===== src/rtl/wb_write_merge_queue.sv =====
// wb_write_merge_queue
// Write-back merge stage for the 2-issue pipeline. Takes up to two register
// results per cycle (lane 0 older, lane 1 younger), queues them in program
// order and issues one register write per cycle to the 1-to-16 write-data
// demux in front of the register bank.
//
// Optional feature macro: WB_MERGE_BYPASS_EN
//   defined   : when the queue is empty, the oldest accepted lane is loaded
//               straight into the output registers (1-cycle latency).
//   undefined : every result passes through the queue (2-cycle latency).
//
// Handshake: in_ready_o depends only on registered occupancy. A lane is
// taken at a rising edge when its valid is high, in_ready_o is high, flush_i
// is low and its destination index is non-zero. Valid while in_ready_o is
// low is ignored; upstream holds its inputs until the pair is taken.

module wb_write_merge_queue #(
    parameter int DEPTH  = 4,
    parameter int DATA_W = 32,
    parameter int SEL_W  = 4
) (
    input  logic                       clk_i,
    input  logic                       rst_ni,
    input  logic                       flush_i,
    input  logic                       wb0_valid_i,
    input  logic [SEL_W-1:0]           wb0_rd_i,
    input  logic [DATA_W-1:0]          wb0_data_i,
    input  logic                       wb1_valid_i,
    input  logic [SEL_W-1:0]           wb1_rd_i,
    input  logic [DATA_W-1:0]          wb1_data_i,
    output logic                       in_ready_o,
    output logic                       wr_en_o,
    output logic [SEL_W-1:0]           wr_sel_o,
    output logic [DATA_W-1:0]          wr_data_o,
    output logic [$clog2(DEPTH):0]     count_o,
    output logic                       busy_o
);

    localparam int PW = $clog2(DEPTH);
    localparam int CW = PW + 1;

    // Queue state
    logic [CW-1:0]     count_q;
    logic [PW-1:0]     head_q;
    logic [PW-1:0]     tail_q;
    logic [SEL_W-1:0]  rd_mem   [DEPTH];
    logic [DATA_W-1:0] data_mem [DEPTH];

    // Lane acceptance after x0 and collision filtering
    logic acc0_raw;
    logic acc1;
    logic acc0;
    logic queue_empty;
    logic deq;

    // Oldest/second accepted result, in program order
    logic              first_v;
    logic [SEL_W-1:0]  first_rd;
    logic [DATA_W-1:0] first_data;
    logic              second_v;

    // Entries actually written into the queue this edge
    logic              e0_v;
    logic [SEL_W-1:0]  e0_rd;
    logic [DATA_W-1:0] e0_data;
    logic              e1_v;
    logic [SEL_W-1:0]  e1_rd;
    logic [DATA_W-1:0] e1_data;
    logic [CW-1:0]     enq_n;

    // Output register load source
    logic              load;
    logic [SEL_W-1:0]  load_rd;
    logic [DATA_W-1:0] load_data;

    logic [PW-1:0]     tail_p1;

    // Room for a full pair, judged from registered occupancy only
    assign in_ready_o  = (count_q <= CW'(DEPTH - 2));
    assign queue_empty = (count_q == '0);
    assign deq         = !queue_empty && !flush_i;
    assign tail_p1     = tail_q + PW'(1);

    assign count_o = count_q;
    assign busy_o  = (count_q != '0) || wr_en_o;

    // Lane filtering: x0 writes dropped, younger lane wins a same-index pair
    always_comb begin
        acc0_raw = wb0_valid_i && in_ready_o && !flush_i && (wb0_rd_i != '0);
        acc1     = wb1_valid_i && in_ready_o && !flush_i && (wb1_rd_i != '0);
        acc0     = acc0_raw && !(acc1 && (wb0_rd_i == wb1_rd_i));

        first_v    = acc0 || acc1;
        first_rd   = acc0 ? wb0_rd_i   : wb1_rd_i;
        first_data = acc0 ? wb0_data_i : wb1_data_i;
        second_v   = acc0 && acc1;
    end

    // Choose what is enqueued and what is loaded into the output registers
    always_comb begin
        e0_v      = first_v;
        e0_rd     = first_rd;
        e0_data   = first_data;
        e1_v      = second_v;
        e1_rd     = wb1_rd_i;
        e1_data   = wb1_data_i;
        load      = deq;
        load_rd   = rd_mem[head_q];
        load_data = data_mem[head_q];
`ifdef WB_MERGE_BYPASS_EN
        // Empty queue: oldest result skips the queue, the younger one (if
        // any) becomes the only enqueued entry
        if (queue_empty && first_v) begin
            load      = 1'b1;
            load_rd   = first_rd;
            load_data = first_data;
            e0_v      = second_v;
            e0_rd     = wb1_rd_i;
            e0_data   = wb1_data_i;
            e1_v      = 1'b0;
        end
`endif
        enq_n = CW'(e0_v) + CW'(e1_v);
    end

    // Queue storage; contents need no reset since occupancy guards them
    always_ff @(posedge clk_i) begin
        if (e0_v) begin
            rd_mem[tail_q]   <= e0_rd;
            data_mem[tail_q] <= e0_data;
        end
        if (e1_v) begin
            rd_mem[tail_p1]   <= e1_rd;
            data_mem[tail_p1] <= e1_data;
        end
    end

    // Pointers and occupancy; flush overrides enqueue and dequeue
    always_ff @(posedge clk_i or negedge rst_ni) begin
        if (!rst_ni) begin
            count_q <= '0;
            head_q  <= '0;
            tail_q  <= '0;
        end else if (flush_i) begin
            count_q <= '0;
            head_q  <= '0;
            tail_q  <= '0;
        end else begin
            count_q <= count_q + enq_n - CW'(deq);
            head_q  <= head_q + PW'(deq);
            tail_q  <= tail_q + PW'(enq_n);
        end
    end

    // Write port registers; select/data hold when nothing is issued
    always_ff @(posedge clk_i or negedge rst_ni) begin
        if (!rst_ni) begin
            wr_en_o   <= 1'b0;
            wr_sel_o  <= '0;
            wr_data_o <= '0;
        end else if (flush_i) begin
            wr_en_o <= 1'b0;
        end else begin
            wr_en_o <= load;
            if (load) begin
                wr_sel_o  <= load_rd;
                wr_data_o <= load_data;
            end
        end
    end

endmodule


===== config.mk =====
export PLATFORM = sky130hd
export DESIGN_NAME = wb_write_merge_queue
export DESIGN_NICKNAME = d
export VERILOG_FILES = /design/src/rtl/wb_write_merge_queue.sv
export SDC_FILE = /design/constraint.sdc
export NUM_CORES = 1
export LEC_CHECK = 0
export CORE_ASPECT_RATIO = 0.7
export CORE_MARGIN = 2
export CORE_UTILIZATION = 27
export CTS_CLUSTER_SIZE = 30
export DETAILED_ROUTE_END_ITERATION = 10
export GPL_TIMING_DRIVEN = 0
export PLACE_DENSITY = 0.57
export REMOVE_ABC_BUFFERS = 1
export SETUP_SLACK_MARGIN = 0.3
export SLEW_MARGIN = 20
export SYNTH_ARGS = -nofsm -noshare
export SYNTH_HDL_FRONTEND = slang
export SYNTH_SLANG_ARGS = --single-unit

===== constraint.sdc =====
create_clock -name clk_i -period 5.2 [get_ports clk_i]
set_input_delay 1.04 -clock clk_i [delete_from_list [all_inputs] [get_ports clk_i]]
set_output_delay 1.04 -clock clk_i [all_outputs]
set_load 0.005 [all_outputs]

==> flow_metrics.py, run 1 <==
metrics = {
    "pwr": {
        "peakVddDrop_uv": 207.1,
        "finalPower_mw": 5.325,
        "p_leak_nw": 4.054,
        "cellPowerDensity_nw_per_um2": 455.5,
    },
    "cts": {
        "cts_hold_buf": 0,
        "clockBufferDepth": 2,
        "insertion_delay_ns": 0.44,
        "tritoncts": "built",
        "cts_resized": 0,
        "cts_setup_buffers": 0,
        "h-tree-depth": 4,
        "clk_pin_slew_ns": 0.07,
        "cts.sinks": 188,
        "root_buffer": "clkbuf_16",
        "cts_buffers": 17,
    },
    "floorplan": {
        "pin_count": 119,
        "die_area_um2": 34660,
        "rows": 55,
        "die_w_um": 221.7,
        "initial_utilization": 0.2757,
        "core-area_um2": 32480,
        "die_y_um": 156.4,
    },
    "drt": {
        "wl_per_cell_um": 20.55,
        "drc": 6,
        "drt_iter0_markers": 208,
        "dr.pass1.iters": 7,
        "antenna_left": 0,
        "via_count": 5016,
        "viasPerCell": 4.723,
        "drt-total-wl_mm": 21.83,
    },
    "logic_synthesis": {
        "synth_area_leaders": "edfxtp_1 (48%), mux2_2 (21%), dfrtp_1 (12%)",
        "synth.most_common_cell": "mux2_2",
        "syn_inst": 489,
        "synthTopCellsByCount": "mux2_2 (169), edfxtp_1 (144), dfrtp_1 (44), mux4_2 (36), buf_6 (12)",
        "yosysUniqueCellTypes": 30,
        "netlist_area_um2": 8955,
        "synth-edff-count": 144,
        "async_reset_ff_frac": 0.2340,
        "seq_area_frac_synth": 0.6058,
        "synthFlopType": "edfxtp_1",
        "synth-seq-cells": 188,
        "synth_top_area_frac": 0.4829,
        "yosys_warnings": 0,
        "synth.largest_area_cell": "edfxtp_1",
        "syn_area_per_cell_um2": 18.31,
    },
    "final_layout": {
        "area.growth.synth_to_final_pct": 30.53,
        "final_cell_area_um2": 11690,
        "regArea_um2": 5433,
        "fillers": 3043,
        "drive_above_1_share": 0.4472,
        "nNetsFinal": 707,
        "num_antenna_cells": 0,
        "multi_input_area_um2": 3401,
        "final_util": 0.3599,
    },
    "worst_setup_path": {
        "cp-end-kind": "flip-flop",
        "start_kind": "primary input",
        "crit_fanout": 6,
        "cp.arrival_ns": 4.38,
        "path_cells": "clkdlybuf4s50_1 > o41ai_1 > nor2_2 > o21a_1 > ha_1 > inv_1 > ha_1 > inv_1 > ha_1 > inv_1 > fa_1 > xnor2_1 > xnor2_1 > nor2_1",
        "r2r_cells": 9,
        "cp_top_family": "adder cells",
        "path_class": "in2reg",
        "cpPeakStageDelay_ns": 0.72,
        "crit_required_ns": 5.51,
        "cp.depth": 14,
        "critical_path.slowest_cell": "o41ai_1",
        "crit_buf_inv": 4,
    },
    "placed_design": {
        "place_ws_ns": 0.6741,
        "place.gp.congestion": 0.6513,
        "port_buffers": 118,
        "placed_area_um2": 11050,
        "dpl.hpwl_mm": 15.05,
    },
    "timing": {
        "drv_slew": 0,
        "fin_ws_ns": 1.131,
        "fmax_mhz": 245.7,
        "finClkSkew_ns": 0.01203,
        "setup_viol": 0,
        "relSlewSlack": 0.4423,
        "rsz0062_at_grt": "false",
        "tightest_slew_ns": 0.8338,
        "period_share": 0.7826,
        "finalHoldViolCount": 0,
        "final.min_clock_period_ns": 4.069,
    },
    "outcome": {
        "violations": "design-rule violations",
        "status": "complete, but fails checks",
    },
    "global_route": {
        "overflow": 0,
        "grt_pass1_vias": 5588,
        "grt_usage": 0.1307,
        "use_met1": 0.1589,
        "grt_pass1_wl_mm": 33.36,
        "gr-usage-met2": 0.2300,
        "grt_busiest_layer": "met2",
        "antenna_found_initial": 0,
        "grt_max_degree": 38,
        "use_met3": 0.03060,
    },
    "min_path": {
        "hp-class": "in2async",
    },
    "run": {
        "drv_cap": 0,
    },
}
final cells by class:
| type | count | share of cell area |
|---|---|---|
| flip-flops and latches | 188 | 0.4648 |
| clock inverters | 12 | 0.01552 |
| inverters | 6 | 0.001927 |
| clock buffers | 20 | 0.03907 |
| repair buffers | 140 | 0.1420 |
| well taps | 427 | 0.04571 |
| multi-input cells | 269 | 0.2909 |
registers in the layout, summed over array words and instances, names as in the netlist:
name / cells
wr_data_o: 32
wr_sel_o: 4
wr_en_o: 1
tail_q: 2
rd_mem: 16
head_q: 2
data_mem: 128
count_o: 3
per-layer routing:
| layer | up-vias | routed length, µm | part of all wire |
|---|---|---|---|
| met5 | - | 0 | 0 |
| met4 | 0 | 357 | 0.016 |
| met3 | 28 | 780 | 0.036 |
| met2 | 108 | 11180 | 0.51 |
| met1 | 2667 | 9512 | 0.44 |
| li1 | 2213 | - | - |
through the flow:
stage | std cells | hold WS, ns | setup TNS (ns)
2_1_floorplan | 463 | 0.5055 | 0
3_3_place_gp | 1008 | 0.4900 | -408.65
3_5_place_dp | 1030 | 0.4970 | 0
4_1_cts | 1062 | 0.5008 | 0
5_1_grt | 1062 | 0.5007 | 0
6_report | 1062 | 0.5088 | 0
path summary, 6_finish.rpt:
kind / start / endpoint / slack [ns]
setup / recovery: wb0_rd_i[0] / count_o[2]$_DFF_PN0_ / 1.13
hold / removal: rst_ni / wr_sel_o[0]$_DFFE_PN0P_ / 0.51
setup reg to reg: count_o[1]$_DFF_PN0_ / data_mem[3][27]$_DFFE_PP_ / 2.03
hold reg to reg: wr_data_o[5]$_DFFE_PN0P_ / wr_data_o[5]$_DFFE_PN0P_ / 0.51
max in group asynchronous: rst_ni / wr_data_o[4]$_DFFE_PN0P_ / 4.18
min in group clk_i: wr_data_o[5]$_DFFE_PN0P_ / wr_data_o[5]$_DFFE_PN0P_ / 0.51
kinds of logic (layout without fill, tap and decap cells):
family / Yosys count / in the layout / share of synthesized area
adder cells (fa/ha/maj): 8 / 8 / 0.01202
buffers and inverters: 32 / 178 / 0.02431
flip-flops: 188 / 188 / 0.6058
AND/OR/NAND/NOR: 21 / 21 / 0.01118
XOR/XNOR: 9 / 9 / 0.008803
multiplexers: 216 / 216 / 0.3215
AO/OA/AOI/OAI: 15 / 15 / 0.01635
report_power, final:
part,internal [mW],leakage (nW),total (mW),switching [mW]
Sequential,1.96,1.84,2.17,0.207
Combinational,1.08,1.91,1.73,0.652
Clock,0.839,0.312,1.43,0.592
Total,3.87,4.05,5.32,1.45
cell usage in the layout, fill, tap and decap left out, drive strengths merged, types with 3 or more instances in the layout:
master,Yosys,routed
nand2,3,3
mux4,36,36
inv,6,11
clkdlybuf4s50,0,117
xnor2,8,8
a21oi,3,3
dfrtp,44,44
o211ai,4,4
mux2,180,180
buf,18,23
nor2,9,9
clkbuf,8,20
nor2b,4,4
edfxtp,144,144
ha,7,7
bufinv,0,4
Note: power is estimated with default switching activity, not from simulation.
==> run 2, diff against run 1 <==
Clock period 5.2 ns to 3.8 ns, I/O delays scaled along.
==> run 2 against run 1 <==
  * The flow still finishes with violations (design-rule violations)
  * Critical endpoint unchanged
  * Flip-flop and latch count unchanged
  * Die area unchanged
  * Register-to-register slack worse by 1.2 ns
  * Clock-buffer cell count unchanged
  * Highest routed layer unchanged
  * Worst setup slack worse by 0.72 ns
  * Design area up 0.58%
  * Sequential power up 37%
==> flow_metrics.py, run 2 (synthesized netlist as in run 1, its figures left out) <==
metrics = {
    "final_layout": {
        "drive_above_1_share": 0.4531,
        "nNetsFinal": 712,
        "final_util": 0.3619,
        "largest_reg_flops": 128,
        "regMostFlops": "data_mem",
        "instances_no_fill": 1067,
        "top_regs": "data_mem x128, wr_data_o x32, rd_mem x16",
        "layout_commonest_cell": "mux2_2",
        "area.growth.synth_to_final_pct": 31.28,
        "layout_common_cells": "mux2_2 (169), edfxtp_1 (144), clkdlybuf4s50_1 (113)",
        "num_antenna_cells": 0,
    },
    "global_route": {
        "gr-usage-met2": 0.2320,
        "grt_busiest_layer": "met2",
        "use_met1": 0.1577,
        "use_met3": 0.03173,
        "grt_max_degree": 38,
        "overflow": 0,
        "grt_usage": 0.1310,
        "grt_pass1_wl_mm": 33.42,
        "grt_pass1_vias": 5601,
        "antenna_found_initial": 0,
    },
    "pwr": {
        "intPower_mw": 5.307,
        "switching_share": 0.2724,
        "combPwrFrac": 0.326,
        "cellPowerDensity_nw_per_um2": 620.5,
        "peakVddDrop_uv": 283.5,
        "seq_power_share": 0.407,
        "power_switching_mw": 1.987,
        "clockPowerShare": 0.268,
        "p_leak_nw": 4.129,
    },
    "drt": {
        "drc": 6,
        "wl_per_cell_um": 20.53,
        "dr.pass1.iters": 7,
        "drt_iter0_markers": 191,
        "via_count": 5058,
        "antenna_left": 0,
        "drt-total-wl_mm": 21.91,
        "viasPerCell": 4.740,
    },
    "outcome": {
        "status": "complete, but fails checks",
        "violations": "design-rule violations",
    },
    "timing": {
        "fin_ws_ns": 0.4108,
        "finalHoldViolCount": 0,
        "final.min_clock_period_ns": 3.389,
        "period_share": 0.8919,
        "drv_slew": 0,
        "finClkSkew_ns": 0.01301,
        "tightest_slew_ns": 0.7552,
        "setup_viol": 0,
        "tns_ns": 0,
        "fmax_mhz": 295.1,
        "relSlewSlack": 0.4965,
        "rsz0062_at_grt": "true",
    },
    "run": {
        "drv_cap": 0,
    },
    "cts": {
        "clk_pin_slew_ns": 0.07,
        "cts_buffers": 17,
        "tritoncts": "built",
        "clockBufferDepth": 2,
        "insertion_delay_ns": 0.43,
        "h-tree-depth": 4,
        "root_buffer": "clkbuf_16",
        "cts.sinks": 188,
    },
    "min_path": {
        "hp-class": "in2async",
    },
    "worst_setup_path": {
        "start_kind": "primary input",
        "path_class": "in2reg",
        "startpoint": "wb1_rd_i[0]",
        "crit_fanout": 6,
        "cp-end-kind": "flip-flop",
        "cp.arrival_ns": 3.69,
        "r2r_cells": 13,
        "crit_required_ns": 4.10,
        "crit-reg2reg-launch": "count_o[1]$_DFF_PN0_",
    },
    "floorplan": {
        "core-area_um2": 32480,
        "die_y_um": 156.4,
        "die_area_um2": 34660,
        "initial_utilization": 0.2757,
        "pin_count": 119,
        "rows": 55,
        "die_w_um": 221.7,
    },
    "placed_design": {
        "dpl.hpwl_mm": 15.05,
        "dp.cells": 1030,
        "port_buffers": 118,
        "place_ws_ns": -0.4459,
        "place.gp.congestion": 0.6513,
    },
}
==> run 2: cell count changes in the layout (fill, tap and decap cells not counted), sizes merged <==
| cell | before | now |
|---|---|---|
| clkdlybuf4s50 | 117 | 113 |
| buf | 23 | 28 |
| dlymetal6s2s | 0 | 3 |
| dlygate4sd2 | 0 | 1 |
==> run 2: timing repair <==
action / in CTS / in global routing
gates resized for setup: 4 / 3
hold endpoints to repair: 0 / 0
pin swaps: 1 / 3
setup buffers: 2 / 3
setup endpoints to repair: 99 / 33
hold buffers: 0 / 0
==> run 2: power groups by stage <==
stage                     Combinational, mW  Clock [mW]  Sequential [mW]
after floorplan                        1.20           0             2.98
after global routing                   2.56        2.09             3.03
after CTS                              2.42        2.02             2.98
final                                  2.38        1.95             2.97
after detailed placement               2.40           0             3.02
after global placement                 2.14           0             3.08
==> run 2: final timing paths <==
kind	endpoint	slack (ns)
setup reg to reg	count_o[2]$_DFF_PN0_	0.79
max in group asynchronous	wr_data_o[4]$_DFFE_PN0P_	3.06
hold reg to reg	wr_data_o[5]$_DFFE_PN0P_	0.51
min in group clk_i	wr_data_o[5]$_DFFE_PN0P_	0.51
hold / removal	wr_sel_o[0]$_DFFE_PN0P_	0.24
setup / recovery	count_o[2]$_DFF_PN0_	0.41
==> run 2: cell type report <==
class	instances	area [µm²]
Fill cell	3043	20720
Sequential cell	188	5433
Multi-Input combinational cell	269	3425
Timing Repair Buffer	145	1704
Tap cell	427	534.3
Clock buffer	20	456.7
Clock inverter	12	181.4
Inverter	6	22.52
==> run 2: metrics by stage <==
stage          hold WS [ns]  area [µm²]  power (mW)
2_1_floorplan        0.4644        8760       4.181
3_5_place_dp         0.4970       11050       5.420
6_report             0.2382       11760       7.295
4_1_cts              0.2208       11730       7.422
3_3_place_gp         0.4900       10480       5.225
5_1_grt              0.2207       11760       7.680
==> run 2: worst max-delay path, cell delays in order <==
cell and delay [ns]:
clkdlybuf4s50_1 0.59, o41ai_4 0.57, nor2_1 0.12, ha_1 0.33
inv_1 0.05, ha_1 0.28, inv_1 0.06, ha_1 0.13
inv_1 0.05, fa_1 0.37, xnor2_1 0.19, xnor2_1 0.14
nor2_1 0.06
==> run 2: per-layer routing <==
metal	wire length, µm	part of all wire
met3	840	0.038
met4	288	0.013
met1	9462	0.43
met5	0	0
met2	11320	0.52
==> run 3, diff against run 2 <==
Settings changed: SKIP_CTS_REPAIR_TIMING set to 1.
==> run 3 against run 2 <==
  * The run still ends with design-rule violations left
  * Routed wire length up 0.64%
  * Power is essentially flat
  * Register-to-register slack got worse by 0.03 ns
  * Non-clock buffer count increased by 2
  * Worst setup slack lost 0.14 ns
  * Largest power group unchanged
==> flow_metrics.py, run 3 (synthesized netlist as in run 1, its figures left out) <==
metrics = {
    "floorplan": {
        "rows": 55,
        "core-area_um2": 32480,
        "die_area_um2": 34660,
        "die_w_um": 221.7,
        "die_y_um": 156.4,
        "initial_utilization": 0.2757,
        "pin_count": 119,
    },
    "placed_design": {
        "place_ws_ns": -0.4459,
        "port_buffers": 118,
        "place.gp.congestion": 0.6513,
        "placed_area_um2": 11050,
        "dpl.hpwl_mm": 15.05,
    },
    "timing": {
        "finClkSkew_ns": 0.01344,
        "tns_ns": 0,
        "final.min_clock_period_ns": 3.527,
        "rsz0062_at_grt": "true",
        "tightest_slew_ns": 0.7492,
        "relSlewSlack": 0.5006,
        "whs_ns": 0.2389,
        "fmax_mhz": 283.5,
        "setup_viol": 0,
        "fin_ws_ns": 0.2727,
        "drv_slew": 0,
        "period_share": 0.9282,
        "finalHoldViolCount": 0,
    },
    "worst_setup_path": {
        "cp_top_family": "adder cells",
        "cpPeakStageDelay_ns": 0.58,
        "crit-reg2reg-launch": "count_o[1]$_DFF_PN0_",
        "start_kind": "primary input",
        "cp-end-kind": "flip-flop",
        "critical_path.slowest_cell": "clkdlybuf4s50_1",
        "startpoint": "wb0_rd_i[0]",
        "crit_required_ns": 4.11,
        "crit_buf_inv": 4,
        "path_cells": "clkdlybuf4s50_1 > o41ai_4 > nor2_4 > o21a_1 > ha_1 > inv_1 > ha_1 > inv_1 > ha_1 > inv_1 > fa_1 > xnor2_1 > xnor2_1 > nor2_1",
        "cp.arrival_ns": 3.83,
        "path_class": "in2reg",
        "crit_fanout": 6,
    },
    "global_route": {
        "antenna_found_initial": 0,
        "grt_max_degree": 38,
        "grt_pass1_vias": 5588,
        "grt_pass1_wl_mm": 33.36,
        "grt_usage": 0.1307,
        "overflow": 0,
    },
    "final_layout": {
        "top_regs": "data_mem x128, wr_data_o x32, rd_mem x16",
        "drive_above_1_share": 0.4548,
        "num_antenna_cells": 0,
        "largest_reg_flops": 128,
        "final_cell_area_um2": 11770,
        "regMostFlops": "data_mem",
        "layout_commonest_cell": "mux2_2",
        "nNetsFinal": 714,
        "area.growth.synth_to_final_pct": 31.41,
        "layout_common_cells": "mux2_2 (169), edfxtp_1 (144), clkdlybuf4s50_1 (116)",
    },
    "cts": {
        "root_buffer": "clkbuf_16",
        "tritoncts": "built",
        "h-tree-depth": 4,
        "clk_pin_slew_ns": 0.07,
        "cts.sinks": 188,
        "cts_buffers": 17,
        "insertion_delay_ns": 0.44,
        "clockBufferDepth": 2,
    },
    "drt": {
        "drt_iter0_markers": 194,
        "viasPerCell": 4.762,
        "drc": 6,
        "wl_per_cell_um": 20.63,
        "dr.pass1.iters": 9,
        "via_count": 5091,
        "drt-total-wl_mm": 22.05,
        "antenna_left": 0,
    },
    "pwr": {
        "finalPower_mw": 7.297,
        "peakVddDrop_uv": 284.8,
        "p_leak_nw": 4.104,
        "cellPowerDensity_nw_per_um2": 620.1,
    },
    "outcome": {
        "status": "complete, but fails checks",
        "violations": "design-rule violations",
    },
    "min_path": {
        "hp-class": "in2async",
    },
    "run": {
        "drv_cap": 0,
    },
}
-- run 3: cell count changes in the layout (fill, tap and decap cells not counted) --
cell and delta:
clkdlybuf4s50_1 +3, buf_4 +2, dlymetal6s2s_1 -2, dlygate4sd2_1 -1
-- run 3: metrics by stage --
stage | util | cells
4_1_cts | 0.3599 | 1062
3_5_place_dp | 0.3402 | 1030
5_1_grt | 0.3623 | 1069
2_1_floorplan | - | 463
6_report | 0.3623 | 1069
3_3_place_gp | 0.3225 | 1008
-- run 3: path summary, 6_finish.rpt --
path	endpoint	slack, ns	cells past startpoint
worst max-delay path	count_o[2]$_DFF_PN0_	0.27	14
worst min-delay path	wr_sel_o[0]$_DFFE_PN0P_	0.24	1
worst max register to register	data_mem[3][2]$_DFFE_PP_	0.76	9
worst min register to register	wr_data_o[5]$_DFFE_PN0P_	0.51	1
max in group asynchronous	wr_data_o[4]$_DFFE_PN0P_	3.06	2
min in group clk_i	wr_data_o[5]$_DFFE_PN0P_	0.51	1
-- run 3: layer usage --
metal  routed length [µm]  share of wire  GRT usage  up-vias
met5                    0              0          0        -
met2                11350           0.51     0.2300      118
met3                  803          0.036    0.03060       23
met1                 9580           0.43     0.1589     2717
met4                  316          0.014    0.04344        0
li1                     -              -          -     2233
-- run 3: worst reg2reg max path: stages (launching register included) --
cell,delay [ns]
dfrtp_1,0.43
a211o_1,0.40
nor2_4,0.29
o21a_1,0.21
ha_1,0.21
nor2b_1,0.20
nand2_1,0.17
o211ai_4,0.27
buf_16,0.23
mux2_2,0.37
-- run 3: area by class of cell --
cell class	instances	area (µm²)
Fill cell	3040	20710
Sequential cell	188	5433
Multi-Input combinational cell	269	3425
Timing Repair Buffer	147	1715
Tap cell	427	534.3
Clock buffer	20	456.7
Clock inverter	12	181.4
Inverter	6	22.52
-- run 3: power breakdown --
group	switching (mW)	internal, mW	leakage, nW
combinational	0.900	1.48	1.96
clock	0.806	1.15	0.312
sequential	0.284	2.68	1.84
